<file path="src/rtl/bitstream_loader_pkg.sv">
// Shared state encoding and default timing/size constants for the bitstream loader.
package bitstream_loader_pkg;

   localparam int unsigned DefSetupCycles = 2;
   localparam int unsigned DefHoldCycles  = 2;
   localparam int unsigned DefMaxWords    = 4096;
   localparam int unsigned WordCountW     = 13;

   typedef enum logic [2:0] {
      StCollect,
      StSetup,
      StStrobe,
      StHold,
      StDone
   } packer_state_e;

endpackage

</file>
<file path="src/rtl/bitstream_byte_assembler.sv">
// Collects bitstream bytes big-endian; flags the transfer that completes a 32-bit word.
module bitstream_byte_assembler (
   input  logic        clk_i,
   input  logic        rst_ni,
   input  logic        clear_i,
   input  logic        accept_i,
   input  logic [7:0]  data_i,
   output logic [1:0]  idx_o,
   output logic        word_done_o,
   output logic [31:0] word_o
);

   logic [23:0] shift_q, shift_d;
   logic [1:0]  idx_q, idx_d;

   always_comb begin
      shift_d = shift_q;
      idx_d   = idx_q;
      if (clear_i) begin
         shift_d = '0;
         idx_d   = '0;
      end else if (accept_i) begin
         shift_d = {shift_q[15:0], data_i};
         idx_d   = idx_q + 2'd1;  // wraps to 0 on the fourth byte
      end
   end

   always_ff @(posedge clk_i or negedge rst_ni) begin
      if (!rst_ni) begin
         shift_q <= '0;
         idx_q   <= '0;
      end else begin
         shift_q <= shift_d;
         idx_q   <= idx_d;
      end
   end

   assign idx_o       = idx_q;
   assign word_done_o = accept_i & ~clear_i & (idx_q == 2'd3);
   assign word_o      = {shift_q, data_i};

endmodule

</file>
<file path="src/rtl/bitstream_word_packer.sv">
// Packs bytes into 32-bit words and writes them with setup/strobe/hold timing.
// Define BITSTREAM_PACKER_CHECKSUM_EN to add an XOR checksum of all strobed words.
module bitstream_word_packer
   import bitstream_loader_pkg::*;
#(
   parameter int unsigned SETUP_CYCLES = DefSetupCycles,
   parameter int unsigned HOLD_CYCLES  = DefHoldCycles,
   parameter int unsigned MAX_WORDS    = DefMaxWords
) (
   input  logic                  CLK,
   input  logic                  resetn,
   input  logic                  clear,
   input  logic [7:0]            in_data,
   input  logic                  in_valid,
   output logic                  in_ready,
   output logic [31:0]           SelfWriteData,
   output logic                  SelfWriteStrobe,
   output logic                  ComActive,
   output logic                  done,
   output logic [WordCountW-1:0] word_count
`ifdef BITSTREAM_PACKER_CHECKSUM_EN
   ,
   output logic [31:0]           checksum
`endif
);

   packer_state_e         state_q, state_d;
   logic [15:0]           cnt_q, cnt_d;
   logic [31:0]           data_q, data_d;
   logic [WordCountW-1:0] wc_q, wc_d;
   logic                  strobe_q, strobe_d;
   logic                  done_q, done_d;
   logic                  hold_exit;
   logic                  accept;
   logic                  word_done;
   logic [1:0]            byte_idx;
   logic [31:0]           asm_word;
`ifdef BITSTREAM_PACKER_CHECKSUM_EN
   logic [31:0]           cs_q, cs_d;
`endif

   // clear wins over a byte transfer in the same cycle
   assign accept = in_valid & (state_q == StCollect) & ~clear;

   bitstream_byte_assembler u_assembler (
      .clk_i       (CLK),
      .rst_ni      (resetn),
      .clear_i     (clear),
      .accept_i    (accept),
      .data_i      (in_data),
      .idx_o       (byte_idx),
      .word_done_o (word_done),
      .word_o      (asm_word)
   );

   always_comb begin
      state_d   = state_q;
      cnt_d     = cnt_q;
      data_d    = data_q;
      wc_d      = wc_q;
      done_d    = done_q;
      hold_exit = 1'b0;
`ifdef BITSTREAM_PACKER_CHECKSUM_EN
      cs_d      = cs_q;
`endif
      unique case (state_q)
         StCollect: begin
            if (word_done) begin
               data_d  = asm_word;
               cnt_d   = '0;
               state_d = (SETUP_CYCLES == 0) ? StStrobe : StSetup;
            end
         end
         StSetup: begin
            if (cnt_q == 16'(SETUP_CYCLES - 1)) begin
               state_d = StStrobe;
            end else begin
               cnt_d = cnt_q + 16'd1;
            end
         end
         StStrobe: begin
            wc_d  = wc_q + 1'b1;
            cnt_d = '0;
`ifdef BITSTREAM_PACKER_CHECKSUM_EN
            cs_d  = cs_q ^ data_q;
`endif
            if (HOLD_CYCLES == 0) begin
               hold_exit = 1'b1;
            end else begin
               state_d = StHold;
            end
         end
         StHold: begin
            if (cnt_q == 16'(HOLD_CYCLES - 1)) begin
               hold_exit = 1'b1;
            end else begin
               cnt_d = cnt_q + 16'd1;
            end
         end
         StDone: begin
            done_d = 1'b1;
         end
         default: state_d = StCollect;
      endcase

      if (hold_exit) begin
         if (wc_d == WordCountW'(MAX_WORDS)) begin
            state_d = StDone;
            done_d  = 1'b1;
         end else begin
            state_d = StCollect;
         end
      end

      if (clear) begin
         state_d = StCollect;
         cnt_d   = '0;
         wc_d    = '0;
         done_d  = 1'b0;
`ifdef BITSTREAM_PACKER_CHECKSUM_EN
         cs_d    = '0;
`endif
      end

      strobe_d = (state_d == StStrobe);
   end

   always_ff @(posedge CLK or negedge resetn) begin
      if (!resetn) begin
         state_q  <= StCollect;
         cnt_q    <= '0;
         data_q   <= '0;
         wc_q     <= '0;
         strobe_q <= 1'b0;
         done_q   <= 1'b0;
`ifdef BITSTREAM_PACKER_CHECKSUM_EN
         cs_q     <= '0;
`endif
      end else begin
         state_q  <= state_d;
         cnt_q    <= cnt_d;
         data_q   <= data_d;
         wc_q     <= wc_d;
         strobe_q <= strobe_d;
         done_q   <= done_d;
`ifdef BITSTREAM_PACKER_CHECKSUM_EN
         cs_q     <= cs_d;
`endif
      end
   end

   assign in_ready        = (state_q == StCollect);
   assign ComActive       = (state_q != StCollect) || (byte_idx != 2'd0);
   assign SelfWriteData   = data_q;
   assign SelfWriteStrobe = strobe_q;
   assign done            = done_q;
   assign word_count      = wc_q;
`ifdef BITSTREAM_PACKER_CHECKSUM_EN
   assign checksum        = cs_q;
`endif

endmodule

</file>
<file path="config.mk">
export PLATFORM = sky130hd
export DESIGN_NAME = bitstream_word_packer
export DESIGN_NICKNAME = d
export VERILOG_FILES = /design/src/rtl/bitstream_loader_pkg.sv /design/src/rtl/bitstream_byte_assembler.sv /design/src/rtl/bitstream_word_packer.sv
export SDC_FILE = /design/constraint.sdc
export NUM_CORES = 1
export LEC_CHECK = 0
export ABC_AREA = 1
export ABC_CLOCK_PERIOD_IN_PS = 2600
export CORE_UTILIZATION = 59
export CTS_CLUSTER_SIZE = 40
export DETAILED_ROUTE_END_ITERATION = 16
export HOLD_SLACK_MARGIN = 0.08
export PLACE_DENSITY_LB_ADDON = 0.1
export SYNTH_ARGS = -nofsm -noshare
export SYNTH_HDL_FRONTEND = slang
export SYNTH_SLANG_ARGS = --single-unit
</file>
<file path="constraint.sdc">
create_clock -name CLK -period 2.6 [get_ports CLK]
set_clock_uncertainty 0.15 [all_clocks]
set_input_delay 0.39 -clock CLK [delete_from_list [all_inputs] [get_ports CLK]]
set_output_delay 0.39 -clock CLK [all_outputs]
set_load 0.1 [all_outputs]
</file>
Yosys cells after proc, flatten, opt, wreduce, memory -nomap -nowiden
Index checks and enable logic that the tools add are counted.
Widths: inputs -> output; s select.
{"block": "totals", "regBits": 92, "input_bits": 12, "output_inout_bits": 49, "wordCells": 58}
{"block": "classes", "n_addsub": 3, "n_eq_ne": 10, "muxes": 22, "bitwise_logic": 5, "n_reduce_logical": 10}
{"op": "$mux 16", "n": 3}
{"op": "$mux 24", "n": 2}
{"op": "$pmux 16 s3", "n": 1}
{"op": "$mux 13", "n": 2}
{"op": "$add 16x1->16 const B", "n": 1}
{"op": "$eq 16x1->1 const B", "n": 1}
{"op": "$mux 3", "n": 5}
{"op": "$add 13x1->13 const B", "n": 1}
{"op": "$eq 13x13->1 const B", "n": 1}
{"op": "$pmux 3 s4", "n": 1}
{"op": "$eq 3x2->1 const B", "n": 3}
{"op": "$mux 1", "n": 6}
{"op": "$and 1x1->1", "n": 4}
{"op": "$mux 2", "n": 2}
{"op": "$reduce_bool 2->1", "n": 2}
{"op": "$reduce_bool 4->1", "n": 1}
{"op": "$reduce_or 2->1", "n": 2}
{"op": "$eq 3x1->1 const B", "n": 1}
{"op": "$eq 3x3->1 const B", "n": 1}
{"op": "$logic_not 3->1", "n": 1}
{"op": "$ne 3x2->1 const B", "n": 1}
{"op": "$ne 3x3->1 const B", "n": 1}
{"op": "$reduce_and 3->1", "n": 1}
{"op": "$reduce_bool 3->1", "n": 1}
{"op": "5 further kinds", "n": 5}

Logic depth before layout (Yosys ltp)
Gate-level depths: netlist of run 1.
{"block": "depth", "depth_word": 10, "mapped_depth": 14, "ltp_nobuf": 14}

Cells and area by module
Synthesis of run 1 repeated with hierarchy kept, for this count alone.
{"block": "hier_totals", "cells_unflattened": 511, "area_unflattened_um2": 4523.1}
{"module": "bitstream_word_packer", "instances": 1, "cells_each": 387, "area_each_um2": 3395.8, "seq_area_each_um2": 1651.6}
{"module": "bitstream_byte_assembler", "instances": 1, "cells_each": 124, "area_each_um2": 1127.3, "seq_area_each_um2": 650.6}

Worst setup path before layout of run 1
OpenSTA, ideal clock, no wires.
{"block": "synth_timing", "kind": "register to output", "start": "reg state_q[1]", "end": "out ComActive", "t_arrival_ns": 2.815, "t_required_ns": 2.060, "slack_ns": -0.755, "path_stages_with_launch": 3, "path_buffers": 0, "path_cell_list": "dfrtp_1 nor3_2 nand2_1"}
{"block": "synth_via", "elab_chain_cells": 2}
{"element": "start: declaration", "line": "bitstream_word_packer.sv:27", "rtl": "packer_state_e state_q, state_d;"}
{"element": "start signal: assignment", "line": "bitstream_word_packer.sv:130", "rtl": "state_q <= StCollect;"}
{"element": "start signal: assignment", "line": "bitstream_word_packer.sv:140", "rtl": "state_q <= state_d;"}
{"element": "$reduce_bool 3->1", "line": "bitstream_word_packer.sv:153", "rtl": "assign ComActive = (state_q != StCollect) || (byte_idx != 2'd0);"}
{"element": "$logic_or 1x1->1", "line": "bitstream_word_packer.sv:153"}
{"element": "end: declaration", "line": "bitstream_word_packer.sv:18", "rtl": "output logic ComActive,"}
Every way passes these cells.

Final worst setup path of run 1
{"block": "layout_timing", "start": "reg wc_q[1] (netlist: word_count[1])", "end": "reg done_q (netlist: done)"}
{"block": "layout_via", "elab_chain_cells": 6}
{"element": "start: declaration", "line": "bitstream_word_packer.sv:30", "rtl": "logic [WordCountW-1:0] wc_q, wc_d;"}
{"element": "start signal: assignment", "line": "bitstream_word_packer.sv:143", "rtl": "wc_q <= wc_d;"}
{"element": "$add 13x1->13", "line": "bitstream_word_packer.sv:82", "rtl": "wc_d = wc_q + 1'b1;"}
{"element": "$mux 13 *", "line": "bitstream_word_packer.sv:66", "rtl": "unique case (state_q)"}
{"element": "$eq 13x13->1 *", "line": "bitstream_word_packer.sv:107", "rtl": "if (wc_d == WordCountW'(MAX_WORDS)) begin"}
{"element": "$mux 1 *", "line": "bitstream_word_packer.sv:107"}
{"element": "$mux 1 *", "line": "bitstream_word_packer.sv:106", "rtl": "if (hold_exit) begin"}
{"element": "$mux 1 *", "line": "bitstream_word_packer.sv:115", "rtl": "if (clear) begin"}
{"element": "via done_d", "line": "bitstream_word_packer.sv:32", "rtl": "logic done_q, done_d;"}
{"element": "end signal: assignment", "line": "bitstream_word_packer.sv:145", "rtl": "done_q <= done_d;"}
{"element": "end: declaration", "line": "bitstream_word_packer.sv:32"}
The timed path passes the listed nets; every way through them passes the cells marked *.
A chain may end at the register's enable or synchronous reset.

==> results of run 1 <==
-- per-layer routing --
| layer | up-vias | routed length [um] |
|---|---|---|
| met4 | 0 | 107 |
| met3 | 13 | 374 |
| met5 | - | 0 |
| li1 | 1798 | - |
| met1 | 1725 | 4325 |
| met2 | 89 | 4576 |
-- cells in the final DEF (no fill, tap or decap), types with 2 or more instances in the layout --
cell / n
nand2_1: 104
nand3b_1: 2
nor2_4: 4
nand4_1: 18
a21oi_1: 7
nand3_1: 25
nand2_4: 3
xor2_1: 3
nand3_2: 2
o21ai_2: 10
inv_1: 78
dfrtp_1: 92
ha_1: 5
clkdlybuf4s50_1: 10
buf_4: 54
nor2_2: 4
o22ai_1: 24
o21ai_0: 10
nand2_2: 6
clkbuf_8: 11
inv_2: 3
nor3_1: 4
nor4_1: 6
nor2_1: 42
o21ai_1: 38
-- logic make-up after synthesis --
group	share of synthesized area
AOI/OAI and AO/OA	0.1212
xor gates and xnor gates	0.005933
adders and majority gates	0.01412
buffers and inverters	0.09774
DFF	0.5198
and+or+nand+nor	0.2412
-- power groups by stage --
stage | combinational, uW | clock (uW) | sequential, uW
floorplan | 122 | 0 | 1880
detailed placement | 607 | 0 | 1550
finish | 605 | 999 | 1520
CTS | 610 | 1020 | 1520
global placement | 601 | 0 | 1550
global route | 632 | 1080 | 1530
-- per-stage QoR --
step	setup slack [ps]	hold WS [ps]	util	total power, uW
final	619.2	333.4	0.7140	3126
after global routing	427.3	369.6	0.7140	3235
after CTS	606.8	340.8	0.7140	3155
after detailed placement	401.3	201.0	0.6836	2156
after global placement	492.3	195.4	0.6836	2149
after floorplan	111.7	-55.59	-	1999
-- layout make-up --
class,count,share of cell area
well taps,99,0.02392
clock buffers,12,0.02996
inverters,81,0.05871
clock inverters,4,0.01063
repair buffers,66,0.1034
flip-flops and latches,92,0.4446
multi-input cells,325,0.3288
-- final timing paths --
| kind | startpoint | endpoint | slack [ps] | cells after the start |
|---|---|---|---|---|
| max | word_count[1] | done | 620 | 13 |
| min | done | done | 330 | 2 |
| max reg2reg | word_count[1] | done | 620 | 13 |
| min reg2reg | done | done | 330 | 2 |
| max in group asynchronous | resetn | cnt_q[6] | 1270 | 3 |
| min in group asynchronous | resetn | SelfWriteData[28] | 370 | 2 |
-- timing repair --
item | in CTS | in global routing
hold buffers | 1 | 0
buffers inserted | 0 | 0
endpoints found under the setup margin | 0 | 0
gates resized for setup | 0 | 0
hold endpoints to repair | 29 | 0
-- critical path, stage by stage, from the launching register on --
cell     delay [ps]
dfrtp_1         450
ha_1            220
nand3_1         180
nor2_4          210
nand2_1          70
nand2_1          80
nand2_1          50
nor2_1           90
nand2_1          80
nor2_2           80
nand2_1          70
nand2_1          60
nand2_1          60
nand2_1          70
-- sequential cells by signal, summed over array words and instances, names as in the netlist --
signal               cells
word_count              13
cnt_q                   16
state_q                  3
SelfWriteStrobe          1
u_assembler.shift_q     24
done                     1
SelfWriteData           32
u_assembler.idx_o        2
==> metrics, run 1 <==
Die X 88.65 um; ys flop type dfrtp_1; startpoint types register; Die H just under 90 um; worst-path fanout max 6; leakage power 0.002459 uW; Sw Share 0.3245; PwrDens 603.7 nW/um2; fin. max-slew vios 0; clock root buffer clkbuf_8; Synth cell types 35; met2 usage 0.4280; Die ar. 7858 um2; Clock Tree Buf Depth 2; Seq cells post-synth 92; max-cap viol count 0; Least-Margin Pin Slew 722.3 ps; DR WL/cell 13.82 um; post-synthesis cell count 514; DRT iter0 DRCs 182; gpl congestion around 0.9; PortBufs 60; Starting Density 0.6107; Post-synth EDFFs 0; Setup CP Type reg -> reg; P_int between 2000 and 2500 uW; remaining antenna violation count 0; GRT busiest layer met2; Placed Area 4959 um2; type of the most critical hold path reg -> reg; vias per cell 5.339; Final TNS setup 0 ps; Mapped Nets about 530; Setup violations, final 0; gr usage total 0.2604; GRT met1 Usage 0.3571; sw power 1014 uW; DP Cell Count approximately 660; Yosys top cell by area dfrtp_1; # clock sinks 92; GR met3 Demand/Resource 0.04384; final worst-path cycle share 0.7618; initial antenna violation count 0; Syn. warnings 0; 1st-pass router iterations 5; crit path DAT 2120 ps; Final Hold Viols 0; Total Routed Length 9383 um; final critical-path required period 1981 ps; status complete, no violations; nets@finish 592; TritonCTS Buffers 9; FFs w/ async S/R, synth 1.000; GR Overflow Total 0; Worst setup EP type register; Filler cells 568; commonest cells in the netlist 105 x nand2_1, 92 x dfrtp_1, 78 x inv_1, 42 x nor2_1, 38 x o21ai_1; Synth top area share 0.5198; fmax 504.9 MHz; Seq/Total Area, Yosys 0.5198; post-route cell area 5179 um2; total area of sequential cells 2302 um2; DR DRC count 0; CTS H-tree lvls 3; Sequential Power Share 0.487; Logic pwr share 0.194; first-pass GRT wire length around 16,000 um; Post-Syn Area 4429 um2; Max VDD drop 0.4888 mV; # diodes 0; number of placement rows 31; RSZ-0062 raised after global routing no; largest net degree at the start of global routing 65; Slew headroom 0.5179; required time of the critical path 2740 ps; CTS tree yes; post-detail-place hpwl 6527 um; DR vias 3,625; synth top area cells dfrtp_1 52%, nand2_1 8.9%, inv_1 6.6%; vias in the first global route 3,405; Final Non-Filler Cells 679; Area growth syn-to-layout 16.92%; footprint of the multi-input gates about 1700 um2; clock share of power 0.320; most numerous cell in the Yosys netlist nand2_1; clk_lat worst skew 350 ps; Core Region 7253 um2; Clock transition at path regs 80 ps; layout cell share with drive strength beyond 1 0.1828; syn_area_per_cell between 8 and 9 um2; IO Pins 61
(Power assumes the default switching activity.)
==> run 2: changes to the inputs <==
- ABC_CLOCK_PERIOD_IN_PS: 2600 -> 2000
- CORE_UTILIZATION: 59 -> 55
- clock period: 2.6 -> 2 ns (I/O delays scaled with it)
==> run 2 against run 1 <==
Wire length up 3.5%; clock power up 31%; total power up 31%; sequential power up 30%; via count up 3.1%; design area up 5.9%; hold slack worse by 77 ps; largest power group unchanged; first-iteration DRC count up 4.9%.
==> metrics, run 2 (same netlist as run 1, synthesis figures left out) <==
DRT iter0 DRCs 191 (+4.9%); Core Region 7767 um2 (+7.1%); clk_lat worst skew 360 ps (about the same); PwrDens 747.2 nW/um2 (+24%); Worst R2R Start state_q[2]; gpl congestion 0.9113 (+0.83%); Bufs and invs on worst path 2 (+2); PortBufs 60 (unchanged); slowest CP cell dfrtp_2; startpoint types register; Die ar. 8416 um2 (+7.1%); vias per cell 5.395 (+1.1%); number of placement rows 32 (+3.2%); largest net degree at the start of global routing 65 (unchanged); DR vias 3,739 (+3.1%); vias in the first global route 3,649 (+7.2%); Largest delay share family, worst path flip-flops; R2R Setup Slk 130 ps (-490 ps); IO Pins 61 (unchanged); remaining antenna violation count 0 (unchanged); CP Cell Sequence nor3_4 > buf_4 > nand2_2 > buf_12; Setup violations, final 0 (unchanged); final critical-path required period 1891 ps; post-detail-place hpwl 6876 um (+5.3%); TritonCTS Buffers 9 (unchanged); DR DRC count 0 (unchanged); GR Overflow Total 0 (unchanged); CTS tree yes; most frequent cells in the layout 104 x nand2_1, 76 x dfrtp_1, 76 x inv_1, 52 x buf_4, 41 x nor2_1; Total Power 4099 uW (+31%); commonest non-fill, non-tap cell in the layout nand2_1; initial antenna violation count 0 (unchanged); # clock sinks 92 (unchanged); status complete, no violations; dpl ws 49.58 ps (-351.8 ps); slowest cell delay on critical path 470 ps (+20 ps); crit path DAT 1440 ps (-680 ps); fmax about 530 MHz; Area growth syn-to-layout 23.84%; # diodes 0 (unchanged); Slew headroom 0.7182 (+0.2002); nets@finish 603 (+1.9%); Clock transition at path regs 90 ps (about the same); Starting Density 0.5702 (-0.04043); setup ws final 108.5 ps (-510.7 ps); required time of the critical path 1550 ps (-1190 ps); layout cell share with drive strength beyond 1 0.2369 (+0.05413); Least-Margin Pin Slew 422.8 ps (-299.5 ps); Reg2Reg Depth 13 (unchanged); post-route cell area 5485 um2 (+5.9%); Worst setup EP type primary output; type of the most critical hold path in -> async; Die H 91.74 um (+3.5%); max-cap viol count 0 (unchanged); leakage power 0.002529 uW (+2.8%); Clock Tree Buf Depth 2 (unchanged); Final TNS setup 0 ps (unchanged); fin. max-slew vios 0 (unchanged); clock root buffer clkbuf_8; CTS H-tree lvls 3 (unchanged); Placed Area 5179 um2 (+4.4%); Die X 91.74 um (+3.5%); Setup CP Type reg -> out; worst-path fanout max 4 (-2); DR WL/cell 14.01 um (+1.4%); Total Routed Length 9711 um (+3.5%); final worst-path cycle share 0.9457; max FFs per register 32 (unchanged); Final Hold Viols 0 (unchanged); reg-to-reg endpoint done; gr usage total 0.2557 (-0.004641); 1st-pass router iterations 5 (unchanged); Filler cells 606 (+6.7%); first-pass GRT wire length 17,020 um (+8.1%); Max VDD drop 0.6547 mV (+34%); footprint of the multi-input gates 1740 um2 (+2.2%); total area of sequential cells 2327 um2 (+1.1%)
run 2: area by class of cell:
cell class              instances  share of cell area
inverters                      81             0.05589
clock buffers                  12             0.02828
multi-input cells             325              0.3173
clock inverters                 4             0.01026
repair buffers                 77              0.1407
flip-flops and latches         92              0.4243
well taps                     102             0.02327
run 2: timing repair:
item,4_1_cts,5_1_grt
hold buffers,1,0
endpoints found under the setup margin,0,39
buffers inserted,0,5
resized for setup,0,15
hold endpoints to repair,59,0
run 2: how the worst max path moves through the flow:
stage,startpoint,to,slack [ps],cells past startpoint
finish,state_q[1],ComActive,110,4
global route,cnt_q[1],cnt_q[2],-7,11
CTS,word_count[0],done,50,13
detailed placement,clear,u_assembler.idx_o[0],50,6
global placement,in_valid,SelfWriteData[11],90,7
floorplan,state_q[1],cnt_q[14],-410,9
run 2: metrics by stage:
stage | util | hold slack, ps | cells
floorplan | - | -145.6 | 514
global placement | 0.6667 | 108.6 | 671
detailed placement | 0.6667 | 109.8 | 671
CTS | 0.6952 | 257.9 | 688
global route | 0.7062 | 279.4 | 693
finish | 0.7062 | 256.8 | 693
run 2: per-layer routing:
metal,routed length [um],global-route usage
met4,144,0.08464
met5,0,0
met1,4406,0.3409
met2,4786,0.4242
met3,375,0.04726
run 2: where the power goes:
group / internal, uW / leakage [uW] / switching, uW / total, uW
Combinational: 174 / 0.00118 / 636 / 810
Sequential: 1940 / 0.00124 / 38.4 / 1980
Clock: 656 / 0.000107 / 657 / 1310
==> run 3: changes to the inputs <==
- HOLD_SLACK_MARGIN: 0.08 -> 0.06
- TNS_END_PERCENT: unset -> 20
==> run 3 against run 2 <==
Highest routed layer unchanged; hold slack lost 36 ps; largest power group unchanged; register-to-register slack got worse by 20 ps; clock-buffer cell count down 3; utilization shrank 0.72 points; total power down 0.85%.
==> metrics, run 3 (same netlist as run 1, synthesis figures left out) <==
status complete, no violations; clock root buffer clkbuf_8; GR Overflow Total 0 (unchanged); CP endpoint ComActive; TritonCTS Buffers 9 (unchanged); Clock transition at path regs 100 ps (about the same); Least-Margin Pin Slew 580.1 ps (+157.3 ps); Die X 91.74 um (unchanged); type of the most critical hold path in -> async; Sequential Power Share 0.487 (+0.005); worst-path fanout max 4 (unchanged); sw power 1372 uW (+3.1%); vias per cell 5.347 (-0.89%); Layout Utilization 0.6989 (-0.007249); slowest CP cell dfrtp_2; max-cap viol count 0 (unchanged); Largest delay share family, worst path flip-flops; beginning of the critical path state_q[1]; IO Pins 61 (unchanged); 1st-pass router iterations 7 (+2); startpoint types register; instance count on the critical path 4 (unchanged); DR WL/cell 13.77 um (-1.7%); slowest cell delay on critical path 480 ps (about the same); Worst R2R Start cnt_q[1]; Bufs and invs on worst path 2 (unchanged); clock share of power 0.315 (-0.005); fin. max-slew vios 0 (unchanged); Final Hold Viols 0 (unchanged); DR vias 3,695 (-1.2%); final worst-path cycle share 0.9526 (+0.006883); commonest non-fill, non-tap cell in the layout nand2_1; post-detail-place hpwl 6797 um (-1.1%); RSZ-0062 raised after global routing yes; Sw Share 0.3377 (+0.01279); Final TNS setup 0 ps (unchanged); Starting Density 0.5702 (unchanged); number of placement rows 32 (unchanged); vias in the first global route 3,536 (-3.1%); final critical-path required period 1905 ps (+13.77 ps); CP Cell Sequence nor3_4 > buf_4 > nand2_2 > buf_12; Slew headroom 0.6133 (-0.1049); Area growth syn-to-layout 22.57%; max FFs per register 32 (unchanged); gr usage total 0.2457 (-0.01003); # diodes 0 (unchanged); fmax 524.9 MHz (-0.72%); clk_lat worst skew 370 ps (about the same); leakage power 0.002535 uW (+0.24%); # clock sinks 92 (unchanged); reg-to-reg endpoint cnt_q[2]; crit path DAT 1460 ps (+20 ps); Max VDD drop 0.5952 mV (-9.1%); R2R Setup Slk 110 ps (-20 ps); gpl congestion 0.9214 (+1.1%); Core Region 7767 um2 (unchanged); first-pass GRT wire length 16,390 um (-3.7%); P_int 2692 uW (-2.7%); Die H 91.74 um (unchanged); largest net degree at the start of global routing 65 (unchanged); initial antenna violation count 0 (unchanged); PortBufs 60 (unchanged); Setup violations, final 0 (unchanged); remaining antenna violation count 0 (unchanged); CTS H-tree lvls 3 (unchanged); DR DRC count 0 (unchanged); Clock Tree Buf Depth 2 (unchanged); Die ar. 8416 um2 (unchanged); most frequent cells in the layout 104 x nand2_1, 87 x dfrtp_1, 77 x inv_1, 50 x buf_4, 42 x nor2_1; Reg2Reg Depth 11 (-2); layout cell share with drive strength beyond 1 0.2071 (-0.02976); CTS tree yes; PwrDens 748.6 nW/um2 (+0.18%); Total Routed Length 9516 um (-2.0%); Setup CP Type reg -> out; Filler cells 621 (+2.5%); required time of the critical path 1550 ps (about the same); Worst setup EP type primary output; DRT iter0 DRCs 186 (-2.6%); nets@finish 602 (-0.17%); Logic pwr share 0.198 (about the same); WHS 220.8 ps (-35.97 ps)
[run 3: cell types whose count changed in the layout (fill, tap and decap cells not counted), moves of 2 or more]
cell and change:
buf_12 +2, buf_4 -2, ha_1 +2, clkinvlp_4 +2
inv_6 +2, clkinv_4 -2, dfrtp_1 +11, nor2_2 -2
clkbuf_8 -2, dfrtp_4 -2, dfrtp_2 -9
[run 3: worst min path at each step]
stage               slack [ps]                end   start  cells after the start
global placement            80  SelfWriteData[21]  resetn                      1
detailed placement          90  SelfWriteData[21]  resetn                      1
finish                     220  SelfWriteData[21]  resetn                      2
floorplan                 -150   SelfWriteData[0]  resetn                      0
CTS                        230  SelfWriteData[21]  resetn                      2
global route               250   SelfWriteData[5]  resetn                      2
[run 3: area by class of cell]
| cell class | instances | area [um2] | area share |
|---|---|---|---|
| inverters | 81 | 304.0 | 0.05600 |
| multi-input cells | 325 | 1708 | 0.3146 |
| clock inverters | 6 | 71.32 | 0.01314 |
| well taps | 102 | 127.6 | 0.02351 |
| clock buffers | 9 | 123.9 | 0.02282 |
| flip-flops and latches | 92 | 2308 | 0.4252 |
| repair buffers | 76 | 785.8 | 0.1447 |
[run 3: routing by layer]
layer  vias to the layer above  GRT usage  routed length (um)
li1                       1820          -                   -
met1                      1772     0.3331                4488
met2                        91     0.3935                4534
met3                        12    0.04146                 322
met4                         0     0.1029                 171
met5                         -          0                   0
[run 3: repair_timing]
item                                   CTS  global route
setup endpoints to repair                0             9
hold buffers                             1             0
buffers inserted                         0             3
endpoints found under the hold margin   68             0
resized for setup                        0             5
[run 3: power groups by stage]
stage	clock, uW	sequential [uW]	combinational [uW]
after detailed placement	0	2010	810
final	1280	1980	805
after global routing	1370	1990	845
after global placement	0	2010	801
after floorplan	0	2440	158
after CTS	1290	1980	812
[run 3: through the flow]
step	cells	area, um2	power, uW	setup WS [ps]
2_1_floorplan	514	4454	2599	-406.8
3_3_place_gp	672	5194	2813	33.58
3_5_place_dp	672	5194	2823	48.00
4_1_cts	688	5399	4083	33.63
5_1_grt	691	5429	4202	-41.44
6_report	691	5429	4064	94.76
